## config.mk

```make
export PLATFORM = sky130hd
export DESIGN_NAME = pipe_hazard_ctrl
export DESIGN_NICKNAME = d
export VERILOG_FILES = /design/src/rtl/pipe_hazard_ctrl.sv
export SDC_FILE = /design/constraint.sdc
export NUM_CORES = 1
export LEC_CHECK = 0
export BUFFER_PORTS_ARGS = -buffer_cell sky130_fd_sc_hd__buf_2
export CORE_UTILIZATION = 30
export CTS_CLUSTER_DIAMETER = 120
export DETAILED_ROUTE_END_ITERATION = 7
export GPL_TIMING_DRIVEN = 0
export PLACE_DENSITY = 0.49
export SKIP_CTS_REPAIR_TIMING = 1
export SYNTH_ARGS = -nofsm -noshare
export SYNTH_HDL_FRONTEND = slang
export SYNTH_SLANG_ARGS = --single-unit
```

## constraint.sdc

```tcl
create_clock -name clk -period 3 [get_ports clk]
set_clock_uncertainty 0.2 [all_clocks]
set_input_delay 0.3 -clock clk [delete_from_list [all_inputs] [get_ports clk]]
set_output_delay 0.3 -clock clk [all_outputs]
set_load 0.02 [all_outputs]
```

## src/rtl/pipe_hazard_ctrl.sv

```systemverilog
// Stall/flush sequencer for the 5-stage pipeline: arbitrates memory wait,
// taken-branch flush and data-hazard stalls, and counts frozen cycles.
module pipe_hazard_ctrl #(
    parameter int MEM_WAIT = 4,
    parameter int RA_W     = 4,
    parameter int CNT_W    = 16
) (
    input  logic              clk,
    input  logic              rst,
    input  logic [RA_W-1:0]   id_src1,
    input  logic [RA_W-1:0]   id_src2,
    input  logic              id_two_src,
    input  logic              exe_wb_en,
    input  logic [RA_W-1:0]   exe_dest,
    input  logic              exe_mem_r_en,
    input  logic              mem_wb_en,
    input  logic [RA_W-1:0]   mem_dest,
    input  logic              fwd_en,
    input  logic              mem_req,
    input  logic              branch_taken,
    output logic              if_freeze,
    output logic              id_freeze,
    output logic              exe_freeze,
    output logic              mem_freeze,
    output logic              if_flush,
    output logic              id_bubble,
    output logic              mem_ready,
    output logic [CNT_W-1:0]  stall_cnt
);

    typedef enum logic {IDLE, WAIT} state_t;

    localparam logic [7:0] WC_LAST = 8'(MEM_WAIT - 1);

    state_t            state_reg, state_next;
    logic [7:0]        wc_reg, wc_next;
    logic [CNT_W-1:0]  stall_cnt_reg;
    logic              mem_stall, mem_done;
    logic              e1, e2, m1, m2, hazard;
    logic              any_freeze;

    always_ff @(posedge clk) begin
        if (rst) begin
            state_reg     <= IDLE;
            wc_reg        <= 8'd0;
            stall_cnt_reg <= '0;
        end else begin
            state_reg <= state_next;
            wc_reg    <= wc_next;
            if (any_freeze && (stall_cnt_reg != {CNT_W{1'b1}}))
                stall_cnt_reg <= stall_cnt_reg + 1'b1;
        end
    end

    // Memory wait FSM: wc counts the frozen cycles already spent on this access.
    always_comb begin
        state_next = state_reg;
        wc_next    = wc_reg;
        mem_stall  = 1'b0;
        mem_done   = 1'b0;
        case (state_reg)
            IDLE: begin
                if (mem_req) begin
                    if (MEM_WAIT == 1) begin
                        mem_done = 1'b1;
                    end else begin
                        mem_stall  = 1'b1;
                        wc_next    = 8'd1;
                        state_next = WAIT;
                    end
                end
            end
            WAIT: begin
                if (wc_reg < WC_LAST) begin
                    mem_stall = 1'b1;
                    wc_next   = wc_reg + 8'd1;
                end else begin
                    mem_done   = 1'b1;
                    wc_next    = 8'd0;
                    state_next = IDLE;
                end
            end
            default: begin
                state_next = IDLE;
                wc_next    = 8'd0;
            end
        endcase
    end

    always_comb begin
        e1 = exe_wb_en & (id_src1 == exe_dest);
        e2 = exe_wb_en & id_two_src & (id_src2 == exe_dest);
        m1 = mem_wb_en & (id_src1 == mem_dest);
        m2 = mem_wb_en & id_two_src & (id_src2 == mem_dest);
        // With forwarding only a load result in EX cannot be bypassed in time.
        if (fwd_en)
            hazard = exe_mem_r_en & (e1 | e2);
        else
            hazard = e1 | e2 | m1 | m2;
    end

    always_comb begin
        if_freeze  = 1'b0;
        id_freeze  = 1'b0;
        exe_freeze = 1'b0;
        mem_freeze = 1'b0;
        if_flush   = 1'b0;
        id_bubble  = 1'b0;
        mem_ready  = 1'b0;
        if (!rst) begin
            mem_ready = mem_done;
            if (mem_stall) begin
                if_freeze  = 1'b1;
                id_freeze  = 1'b1;
                exe_freeze = 1'b1;
                mem_freeze = 1'b1;
            end else if (branch_taken) begin
                if_flush  = 1'b1;
                id_bubble = 1'b1;
            end else if (hazard) begin
                if_freeze = 1'b1;
                id_bubble = 1'b1;
            end
        end
    end

    assign any_freeze = if_freeze | id_freeze | exe_freeze | mem_freeze;
    assign stall_cnt  = stall_cnt_reg;

endmodule

```

After elaboration in Yosys (flattened, before gate mapping)
Cells that the tools add are included.

Bits in latches: 0. Memories: 0. Bits in registers: 25. Output and inout bits: 23. Input bits: 25. Bits in read-only memories: 0. Logic and storage cells: 49. Memory bits (writable): 0.

Mux-type cells: 22. Bitwise logic cells: 14. $mul: 0. Add/sub/neg operators: 2. Shift-type cells: 0. Order comparisons: 1. Div/mod/pow operators: 0. Equal/unequal tests: 6. Reductions and logical operators: 1.

Operators with widths (count): $mux W1 (18); $add A16 B1 Y16 const B (1); $eq A4 B4 Y1 (4); $mux W8 (2); $ne A16 B16 Y1 const B (1); $pmux W8 S2 (1); $add A8 B1 Y8 const B (1); $lt A8 B2 Y1 const B (1); $and A1 B1 Y1 (7); $or A1 B1 Y1 (6); $ne A2 B2 Y1 const B (1); $pmux W1 S2 (1); $logic_and A1 B1 Y1 (1); $not A1 Y1 (1).

Depth between registers and ports, before layout
Gate-level depths: netlist (run 1).

Depth in word-level cells: 14. Mapped depth: 9. Gate-level depth less buffers: 9.

Least setup slack after synthesis (run 1)
No wires, ideal clock.

Path type: register -> register. Start: register stall_cnt_reg[6] (netlist: stall_cnt[6]). End: register stall_cnt_reg[1] (netlist: stall_cnt[1]). Path slack: 0.606 ns. Cell stages (with the launch flop): 7. Arrival time: 2.070 ns. Clock period less this slack: 2.394 ns. Library setup time: 0.123 ns. Data required time: 2.677 ns. Path buffers: 0. Cells stage by stage: dfxtp_1 nand4_2 or2_1 nor4_4 inv_1 o21ai_2 mux2_1.

Word-level cells in the longest chain between the ends: 2.

Ends and longest elaborated chain: start, declared (line 37) `logic [CNT_W-1:0] stall_cnt_reg;`; start signal, assigned (line 51) `stall_cnt_reg <= stall_cnt_reg + 1'b1;`; $ne A16 B16 Y1 (line 50) `if (any_freeze && (stall_cnt_reg != {CNT_W{1'b1}}))`; $logic_and A1 B1 Y1 (line 50).

No other way between the ends. A chain may end at the register's enable or synchronous reset.

Final worst setup path (run 1)
Start: register wc_reg[0]. End: output id_freeze.

Word-level cells in the longest chain between the ends: 5.

Ends and longest elaborated chain: start, declared (line 36) `logic [7:0] wc_reg, wc_next;`; start signal, assigned (line 49) `wc_reg <= wc_next;`; $lt A8 B2 Y1 (line 74) `if (wc_reg < WC_LAST) begin`; $mux W1 (line 74); $pmux W1 S2 (line 61) `case (state_reg)`; $mux W1 (line 112) `if (mem_stall) begin`; $mux W1 (line 110) `if (!rst) begin`; end, declared (line 22) `output logic id_freeze,`.

No other way between the ends.

==> results.sh, run 1 <==
export IMPL_status="finished, final reports clean"
export IMPL_htreeDepth=1
export IMPL_powerDensity_nw_per_um2=357
export IMPL_syn_to_final_growth_pct=23.0
export IMPL_fin_nets=256
export IMPL_cts_path_max_buffers=2
export IMPL_core_area_um2=5110
export IMPL_use_met3_pct=2.41
export IMPL_maxCapViolations=0
export IMPL_grt_overflow=0
export IMPL_cts_tree="built"
export IMPL_dr_total_vias=1421
export IMPL_syn_avg_cell_area_um2=9.03
export IMPL_layout_common_cells="buf_2, dfxtp_1, nor2_1"
export IMPL_start_util_pct=31.3
export IMPL_holdPathEnd="wc_reg[1]"
export IMPL_regToRegSetupSlack_ps=490
export IMPL_die_y_um=75.0
export IMPL_track_usage_pct=13.9
export IMPL_n_antenna_cell=0
export IMPL_yosys_warnings=0
export IMPL_min_path_type="primary input to flip-flop"
export IMPL_intPower_uw=500
export IMPL_first_pass_iters=4
export IMPL_worstHoldStart="mem_req"
export IMPL_worstPathRequired_ps=2500
export IMPL_ys_flop_type="dfxtp_1"
export IMPL_netlist_area_um2=1600
export IMPL_grt_busiest_layer="met2"
export IMPL_cts_root_buffer_cell="clkbuf_8"
export IMPL_clk_latency_ps=270
export IMPL_wl_per_cell_um=12.3
export IMPL_seqPwrFrac_pct=51.0
export IMPL_dieWidth_um=75.0
export IMPL_synth_area_leaders="dfxtp_1, xnor2_1, nor2_1, mux2i_1, nand3_1"
export IMPL_hold_viol=0
export IMPL_r2r_start="stall_cnt[0]"
export IMPL_grt_pass1_wl_mm=5.88
export IMPL_grt_use_met1_pct=19.0
export IMPL_p_switching_uw=201
export IMPL_fmax_mhz=383
export IMPL_setup_viol=0
export IMPL_grt_pass1_vias=1298
export IMPL_largest_reg_flops=16
export IMPL_grt_start_max_net_pins=14
export IMPL_reg2reg_to="stall_cnt[1]"
export IMPL_period_share_pct=87.1
export IMPL_combPwrFrac_pct=20.4
export IMPL_max_stage_delay_ps=420
export IMPL_crit_type="flip-flop to output port"
export IMPL_final_antenna_net_count=0
export IMPL_place_ws_ps=445
export IMPL_clk_pin_slew_ps=80
export IMPL_synth_seq_cells=25
export IMPL_ff2ff_path_depth=6
export IMPL_tightestPinTransition_ps=664
export IMPL_worstPathArrival_ps=2110
export IMPL_portBuffers=47
export IMPL_die_area_um2=5620
export IMPL_rsz0062_at_grt="false"
export IMPL_io_pins=48
export IMPL_antenna_found_initial=0
export IMPL_dp_hpwl_mm=2.89
export IMPL_vdd_ir_drop_max_v=0.000245
export IMPL_switching_share_pct=28.7
export IMPL_yosysTopAreaCell="dfxtp_1"
export IMPL_clkPwrFrac_pct=28.6
export IMPL_start_kind="flip-flop"
export IMPL_async_reset_ff_share_pct=0
export IMPL_setup_slack_ps=388
export IMPL_final_common_cell="buf_2"
export IMPL_netlist_area_leader_share_pct=31.3
export IMPL_via_per_inst=4.77
export IMPL_clock_sinks=25
export IMPL_ys_types=45
export IMPL_rows=26
export IMPL_fin_util_pct=38.5
export IMPL_cp_end_kind="output port"
export IMPL_fillers=551
export IMPL_path_max_fanout=10
export IMPL_cpMostUsedCell="nand2_2"
export IMPL_relSlewSlack_pct=55.4
export IMPL_slew_viol_final=0
export IMPL_routabilityCongestion=0.735
export IMPL_p_leak_nw=0.840
export IMPL_drt_iter0_markers=73
export IMPL_numCtsBuffers=3
export IMPL_seq_area_frac_synth_pct=31.3
export IMPL_crit_chain="ha_1 > or4_4 > nand4bb_4 > nand2_2 > nand2_2 > clkinv_1 > buf_4 > buf_2"
export IMPL_synth_edf_count=0
export IMPL_holdWs_ps=208
export IMPL_drive_gt1_share_pct=30.3
export IMPL_syn_nets=204
export IMPL_drc_errors=0
export IMPL_synthCells=177
export IMPL_critPathSlowestCell="or4_4"
export IMPL_finalSetupTns_ps=0
export IMPL_met2_usage_pct=22.1
export IMPL_total_power_uw=701
export IMPL_drt_total_wl_mm=3.67
export IMPL_period_needed_ps=2610
export IMPL_hold_depth=4
[final cells by class]
cell class	instances	area [um^2]	area share, %
Buffer	5	33.8	1.72
Clock buffer	4	45.0	2.29
Inverter	7	26.3	1.34
Multi-Input combinational cell	140	1040	52.8
Sequential cell	25	500	25.5
Tap cell	70	87.6	4.46
Timing Repair Buffer	47	235	12.0
[kinds of logic (layout without fill, tap and decap cells)]
group / Yosys count / count (layout) / share of synthesized area (%)
AOI/OAI and AO/OA: 30 / 30 / 17.2
xor gates and xnor gates: 16 / 16 / 8.77
adders and majority gates: 2 / 2 / 1.57
buffers and inverters: 12 / 63 / 3.76
DFF: 25 / 25 / 31.3
muxes: 14 / 14 / 9.40
and+or+nand+nor: 78 / 78 / 28.0
[per-stage QoR]
step                std cells  cell area, um^2
floorplan                 177             1600
global placement          294             1920
detailed placement        294             1920
CTS                       298             1970
global route              298             1970
finish                    298             1970
[power by group through the flow]
stage | Combinational, mW | Sequential (mW) | Clock (mW)
CTS | 0.146 | 0.357 | 0.209
global route | 0.159 | 0.360 | 0.226
floorplan | 0.0841 | 0.371 | 0
detailed placement | 0.146 | 0.365 | 0
finish | 0.143 | 0.357 | 0.201
global placement | 0.145 | 0.366 | 0
[synth_stat cells (2+ instances only)]
cell,number
dfxtp_1,25
nor2_1,17
xnor2_1,15
nand2_1,13
nand3_1,12
nor2b_1,7
and2_1,6
mux2i_1,6
a211oi_1,5
inv_1,5
mux2_2,5
nand4_1,5
a21oi_1,4
and3_1,4
o211ai_1,4
o21ai_0,4
mux2_1,3
nor3_1,3
a2111oi_4,2
buf_4,2
clkbuf_1,2
clkinv_1,2
ha_1,2
nand2_2,2
o21ai_2,2
[critical path, delay by kind of cell (launching register included)]
| kind | cells | cell delay (ps) |
|---|---|---|
| buffers and inverters | 3 | 480 |
| adder cells (fa/ha/maj) | 1 | 200 |
| AND/OR/NAND/NOR | 4 | 840 |
| flip-flops | 1 | 330 |
[per-layer routing]
metal / up-vias / wire length [um]
li1: 745 / -
met1: 639 / 1910
met2: 32 / 1590
met3: 5 / 138
met4: 0 / 38
met5: - / 0
[worst max-delay path by stage]
stage | startpoint | end | slack, ps | depth (start not counted)
floorplan | stall_cnt[6] | stall_cnt[1] | 610 | 6
global placement | id_src2[0] | stall_cnt[13] | 440 | 7
detailed placement | id_src2[0] | stall_cnt[13] | 450 | 7
CTS | wc_reg[0] | id_freeze | 360 | 8
global route | wc_reg[0] | mem_freeze | 250 | 8
finish | wc_reg[0] | id_freeze | 390 | 8
No activity file was read; power rests on OpenSTA's default activity.
==> run 2: changes to the inputs <==
--- a/config.mk
+++ b/config.mk
@@ -10,7 +10,7 @@
 export CTS_CLUSTER_DIAMETER = 120
 export DETAILED_ROUTE_END_ITERATION = 7
 export GPL_TIMING_DRIVEN = 0
-export PLACE_DENSITY = 0.49
+export PLACE_DENSITY = 0.51
 export SKIP_CTS_REPAIR_TIMING = 1
 export SYNTH_ARGS = -nofsm -noshare
 export SYNTH_HDL_FRONTEND = slang
==> constraint.sdc (replaced) <==
create_clock -name clk -period 2.4 [get_ports clk]
set_clock_uncertainty 0.2 [all_clocks]
set_input_delay 0.24 -clock clk [delete_from_list [all_inputs] [get_ports clk]]
set_output_delay 0.24 -clock clk [all_outputs]
set_load 0.02 [all_outputs]
==> results.sh, run 2 (same netlist as run 1, synthesis figures left out) <==
export IMPL_routabilityCongestion=0.715
export IMPL_status="finished with violations"
export IMPL_first_pass_iters=4
export IMPL_die_y_um=75.0
export IMPL_min_path_type="primary input to flip-flop"
export IMPL_largest_reg_flops=16
export IMPL_layoutNonFillerInstCount=310
export IMPL_core_area_um2=5110
export IMPL_tightestPinTransition_ps=590
export IMPL_grt_pass1_wl_mm=6.19
export IMPL_total_power_uw=918
export IMPL_maxCapViolations=0
export IMPL_dr_wl_met2_mm=1.75
export IMPL_fmax_mhz=394
export IMPL_drt_iter0_markers=93
export IMPL_p_leak_nw=0.913
export IMPL_grt_pass1_vias=1287
export IMPL_rsz0062_at_grt="true"
export IMPL_start_kind="flip-flop"
export IMPL_wl_met3_um=208
export IMPL_htreeDepth=1
export IMPL_clk_pin_slew_ps=80
export IMPL_n_antenna_cell=0
export IMPL_drc_errors=0
export IMPL_worstPathArrival_ps=2500
export IMPL_clock_sinks=25
export IMPL_grt_overflow=0
export IMPL_critPathCapture="stall_cnt[13]"
export IMPL_place_ws_ps=-122
export IMPL_relSlewSlack_pct=60.7
export IMPL_wl_per_cell_um=12.8
export IMPL_holdWs_ps=147
export IMPL_regToRegSetupSlack_ps=-140
export IMPL_dp_hpwl_mm=2.89
export IMPL_io_pins=48
export IMPL_drive_gt1_share_pct=37.5
export IMPL_crit_type="flip-flop to flip-flop"
export IMPL_final_antenna_net_count=0
export IMPL_crit_path_start="wc_reg[1]"
export IMPL_cts_path_max_buffers=2
export IMPL_ff2ff_path_depth=7
export IMPL_numCtsBuffers=3
export IMPL_r2r_start="wc_reg[1]"
export IMPL_track_usage_pct=14.4
export IMPL_vdd_ir_drop_max_v=0.000201
export IMPL_antenna_found_initial=0
export IMPL_highest_layer="met4"
export IMPL_fillers=541
export IMPL_setup_slack_ps=-136
export IMPL_path_max_fanout=3
export IMPL_worstPathRequired_ps=2360
export IMPL_dpl_cell_count=294
export IMPL_start_util_pct=31.3
export IMPL_syn_to_final_growth_pct=33.8
export IMPL_cp_end_kind="flip-flop"
export IMPL_clk_latency_ps=270
export IMPL_slew_viol_final=0
export IMPL_dieWidth_um=75.0
export IMPL_fin_nets=268
export IMPL_powerDensity_nw_per_um2=430
export IMPL_period_needed_ps=2540
export IMPL_met1_length_mm=1.95
export IMPL_setup_viol=8
export IMPL_dr_total_vias=1497
export IMPL_grt_start_max_net_pins=14
export IMPL_via_per_inst=4.83
export IMPL_period_share_pct=106
export IMPL_hold_depth=4
export IMPL_portBuffers=47
export IMPL_rows=26
export IMPL_die_area_um2=5620
export IMPL_violations="negative setup slack"
export IMPL_reg2reg_to="stall_cnt[13]"
export IMPL_drt_total_wl_mm=3.97
export IMPL_hold_viol=0
export IMPL_layout_common_cells="buf_2, dfxtp_1, nor2_1"
export IMPL_finalSetupTns_ps=-492
export IMPL_cts_tree="built"
export IMPL_cts_root_buffer_cell="clkbuf_8"
export IMPL_final_common_cell="buf_2"
## run 2: cell count changes in the layout (fill, tap and decap cells not counted), sizes merged
cell	before	now
clkinvlp	0	1
clkinv	2	1
buf	50	62
## run 2: cell type report
class                           instances  area [um^2]  share of cell area [%]
Inverter                                7         30.0                    1.41
Buffer                                  5         45.0                    2.11
Multi-Input combinational cell        140         1070                    50.3
Sequential cell                        25          503                    23.5
Clock buffer                            4         45.0                    2.11
Timing Repair Buffer                   59          352                    16.5
Tap cell                               70         87.6                    4.10
## run 2: worst max-delay path: stages, from the launching register on
cell	delay, ps
dfxtp_2	330
ha_2	160
or4_4	410
nand4bb_4	250
nand2_4	100
nand2_4	70
a2111oi_1	510
mux2_2	390
## run 2: worst min path at each step
stage / startpoint / to / slack (ps)
2_1_floorplan: wc_reg[2] / wc_reg[2] / 230
3_3_place_gp: wc_reg[2] / wc_reg[2] / 250
3_5_place_dp: wc_reg[2] / wc_reg[2] / 260
4_1_cts: mem_req / wc_reg[1] / 150
5_1_grt: mem_req / wc_reg[1] / 190
6_report: mem_req / wc_reg[1] / 150
## run 2: per-layer routing
| metal | vias to the layer above | GRT usage (%) |
|---|---|---|
| li1 | 763 | - |
| met1 | 682 | 21.2 |
| met2 | 46 | 21.6 |
| met3 | 6 | 2.41 |
| met4 | 0 | 3.77 |
| met5 | - | 0 |
## run 2: power by group
group,switching [mW],internal (mW)
sequential,0.0196,0.428
clock,0.132,0.119
combinational,0.113,0.106
## run 2: metrics by stage
stage	cell area, um^2	util [%]
after detailed placement	1920	37.6
after global routing	2140	41.8
after CTS	1970	38.5
final	2140	41.8
after floorplan	1600	-
after global placement	1920	37.6
==> run 3: changes to the inputs <==
--- a/config.mk
+++ b/config.mk
@@ -10,7 +10,6 @@
 export CTS_CLUSTER_DIAMETER = 120
 export DETAILED_ROUTE_END_ITERATION = 7
 export GPL_TIMING_DRIVEN = 0
-export PLACE_DENSITY = 0.51
 export SKIP_CTS_REPAIR_TIMING = 1
 export SYNTH_ARGS = -nofsm -noshare
 export SYNTH_HDL_FRONTEND = slang
==> results.sh, run 3 (same netlist as run 1, synthesis figures left out) <==
export IMPL_slew_viol_final=0
export IMPL_place_ws_ps=-76.2
export IMPL_routabilityCongestion=0.770
export IMPL_layout_common_cells="buf_2, dfxtp_1, nor2_1"
export IMPL_p_leak_nw=0.898
export IMPL_worstPathArrival_ps=2410
export IMPL_hold_viol=0
export IMPL_grt_overflow=0
export IMPL_clock_sinks=25
export IMPL_start_util_pct=31.3
export IMPL_final_antenna_net_count=0
export IMPL_drc_errors=0
export IMPL_cts_tree="built"
export IMPL_final_common_cell="buf_2"
export IMPL_vdd_ir_drop_max_v=0.000239
export IMPL_fin_util_pct=41.2
export IMPL_worstPathRequired_ps=2370
export IMPL_clk_pin_slew_ps=90
export IMPL_numCtsBuffers=3
export IMPL_min_path_type="primary input to flip-flop"
export IMPL_n_antenna_cell=0
export IMPL_holdPathEnd="wc_reg[1]"
export IMPL_dp_hpwl_mm=2.84
export IMPL_antenna_found_initial=0
export IMPL_portBuffers=47
export IMPL_max_stage_delay_ps=410
export IMPL_first_pass_iters=4
export IMPL_path_max_fanout=6
export IMPL_reg2reg_to="stall_cnt[3]"
export IMPL_drt_iter0_markers=60
export IMPL_relSlewSlack_pct=59.5
export IMPL_period_share_pct=102
export IMPL_dieWidth_um=75.0
export IMPL_via_per_inst=4.97
export IMPL_cts_path_max_buffers=2
export IMPL_dr_total_vias=1526
export IMPL_crit_chain="ha_2 > or4_4 > nand4bb_4 > nand2_4 > nand2_4 > buf_8 > a211oi_1 > mux2_2"
export IMPL_largest_reg_flops=16
export IMPL_worstHoldStart="mem_req"
export IMPL_fmax_mhz=409
export IMPL_violations="negative setup slack"
export IMPL_period_needed_ps=2440
export IMPL_grt_pass1_vias=1305
export IMPL_syn_to_final_growth_pct=31.8
export IMPL_r2r_start="wc_reg[0]"
export IMPL_critPathSlowestCell="or4_4"
export IMPL_powerDensity_nw_per_um2=435
export IMPL_maxCapViolations=0
export IMPL_drive_gt1_share_pct=36.7
export IMPL_crit_type="flip-flop to flip-flop"
export IMPL_fillers=537
export IMPL_total_power_uw=915
export IMPL_htreeDepth=1
export IMPL_ff2ff_path_depth=8
export IMPL_setup_slack_ps=-42.5
export IMPL_core_area_um2=5110
export IMPL_cts_root_buffer_cell="clkbuf_8"
export IMPL_track_usage_pct=13.4
export IMPL_tightestPinTransition_ps=607
export IMPL_cpMostUsedCell="nand2_4"
export IMPL_drt_total_wl_mm=3.82
export IMPL_cp_end_kind="flip-flop"
export IMPL_rsz0062_at_grt="true"
export IMPL_start_kind="flip-flop"
export IMPL_clk_latency_ps=270
export IMPL_fin_nets=265
export IMPL_die_y_um=75.0
export IMPL_rows=26
export IMPL_die_area_um2=5620
export IMPL_wl_per_cell_um=12.4
export IMPL_io_pins=48
export IMPL_setup_viol=9
export IMPL_status="finished with violations"
export IMPL_regToRegSetupSlack_ps=-40
export IMPL_grt_pass1_wl_mm=5.80
export IMPL_grt_start_max_net_pins=14
export IMPL_hold_depth=4
[run 3: changes by cell type in the layout (fill, tap and decap cells not counted)]
cell	change
dfxtp_2	-1
buf_6	-2
o21ai_2	-1
a21oi_1	-2
buf_4	-1
dfxtp_1	+1
a21oi_2	+2
mux2_2	+1
o21ai_0	+1
nor3_1	-1
nor3_2	+1
nand3_2	-1
mux2_4	-1
nand3_1	+1
[run 3: power by group]
| part | leakage [nW] | internal [mW] | switching (mW) |
|---|---|---|---|
| clock | 0.0228 | 0.119 | 0.133 |
| sequential | 0.203 | 0.428 | 0.0192 |
| combinational | 0.673 | 0.105 | 0.111 |
[run 3: worst max-delay path by stage]
stage	from	end	slack (ps)	cells after the start
finish	wc_reg[0]	stall_cnt[3]	-40	8
global route	wc_reg[0]	id_freeze	-100	8
CTS	wc_reg[0]	mem_freeze	-190	8
detailed placement	stall_cnt[0]	stall_cnt[1]	-80	6
global placement	stall_cnt[0]	stall_cnt[1]	-100	6
floorplan	stall_cnt[6]	stall_cnt[1]	6	6
[run 3: through the flow]
stage	cells	hold slack [ps]	instance area, um^2	TNS, ps
after global placement	294	246	1920	-390
after floorplan	177	231	1600	0
final	307	151	2110	-194
after global routing	307	202	2110	-954
after CTS	298	149	1970	-1030
after detailed placement	294	253	1920	-395
[run 3: cell type report]
class	instances	area, um^2	area share, %
plain buffers	5	41.3	1.96
clock buffers	4	45.0	2.14
inverters	7	30.0	1.43
multi-input cells	140	1070	51.0
flip-flops and latches	25	502	23.8
well taps	70	87.6	4.16
repair buffers	56	325	15.4
[run 3: critical path, delay by kind of cell (launching register included)]
| family | cells | cell delay [ps] |
|---|---|---|
| AND/OR/NAND/NOR | 4 | 860 |
| multiplexers | 1 | 370 |
| flip-flops | 1 | 330 |
| AO/OA/AOI/OAI | 1 | 270 |
| adder cells (fa/ha/maj) | 1 | 170 |
| buffers and inverters | 1 | 150 |
[run 3: per-layer routing]
metal,global-route usage (%),share of wire (%)
met1,17.8,47
met5,0,0
met2,22.1,43
met3,3.08,9.0
met4,3.35,1.2
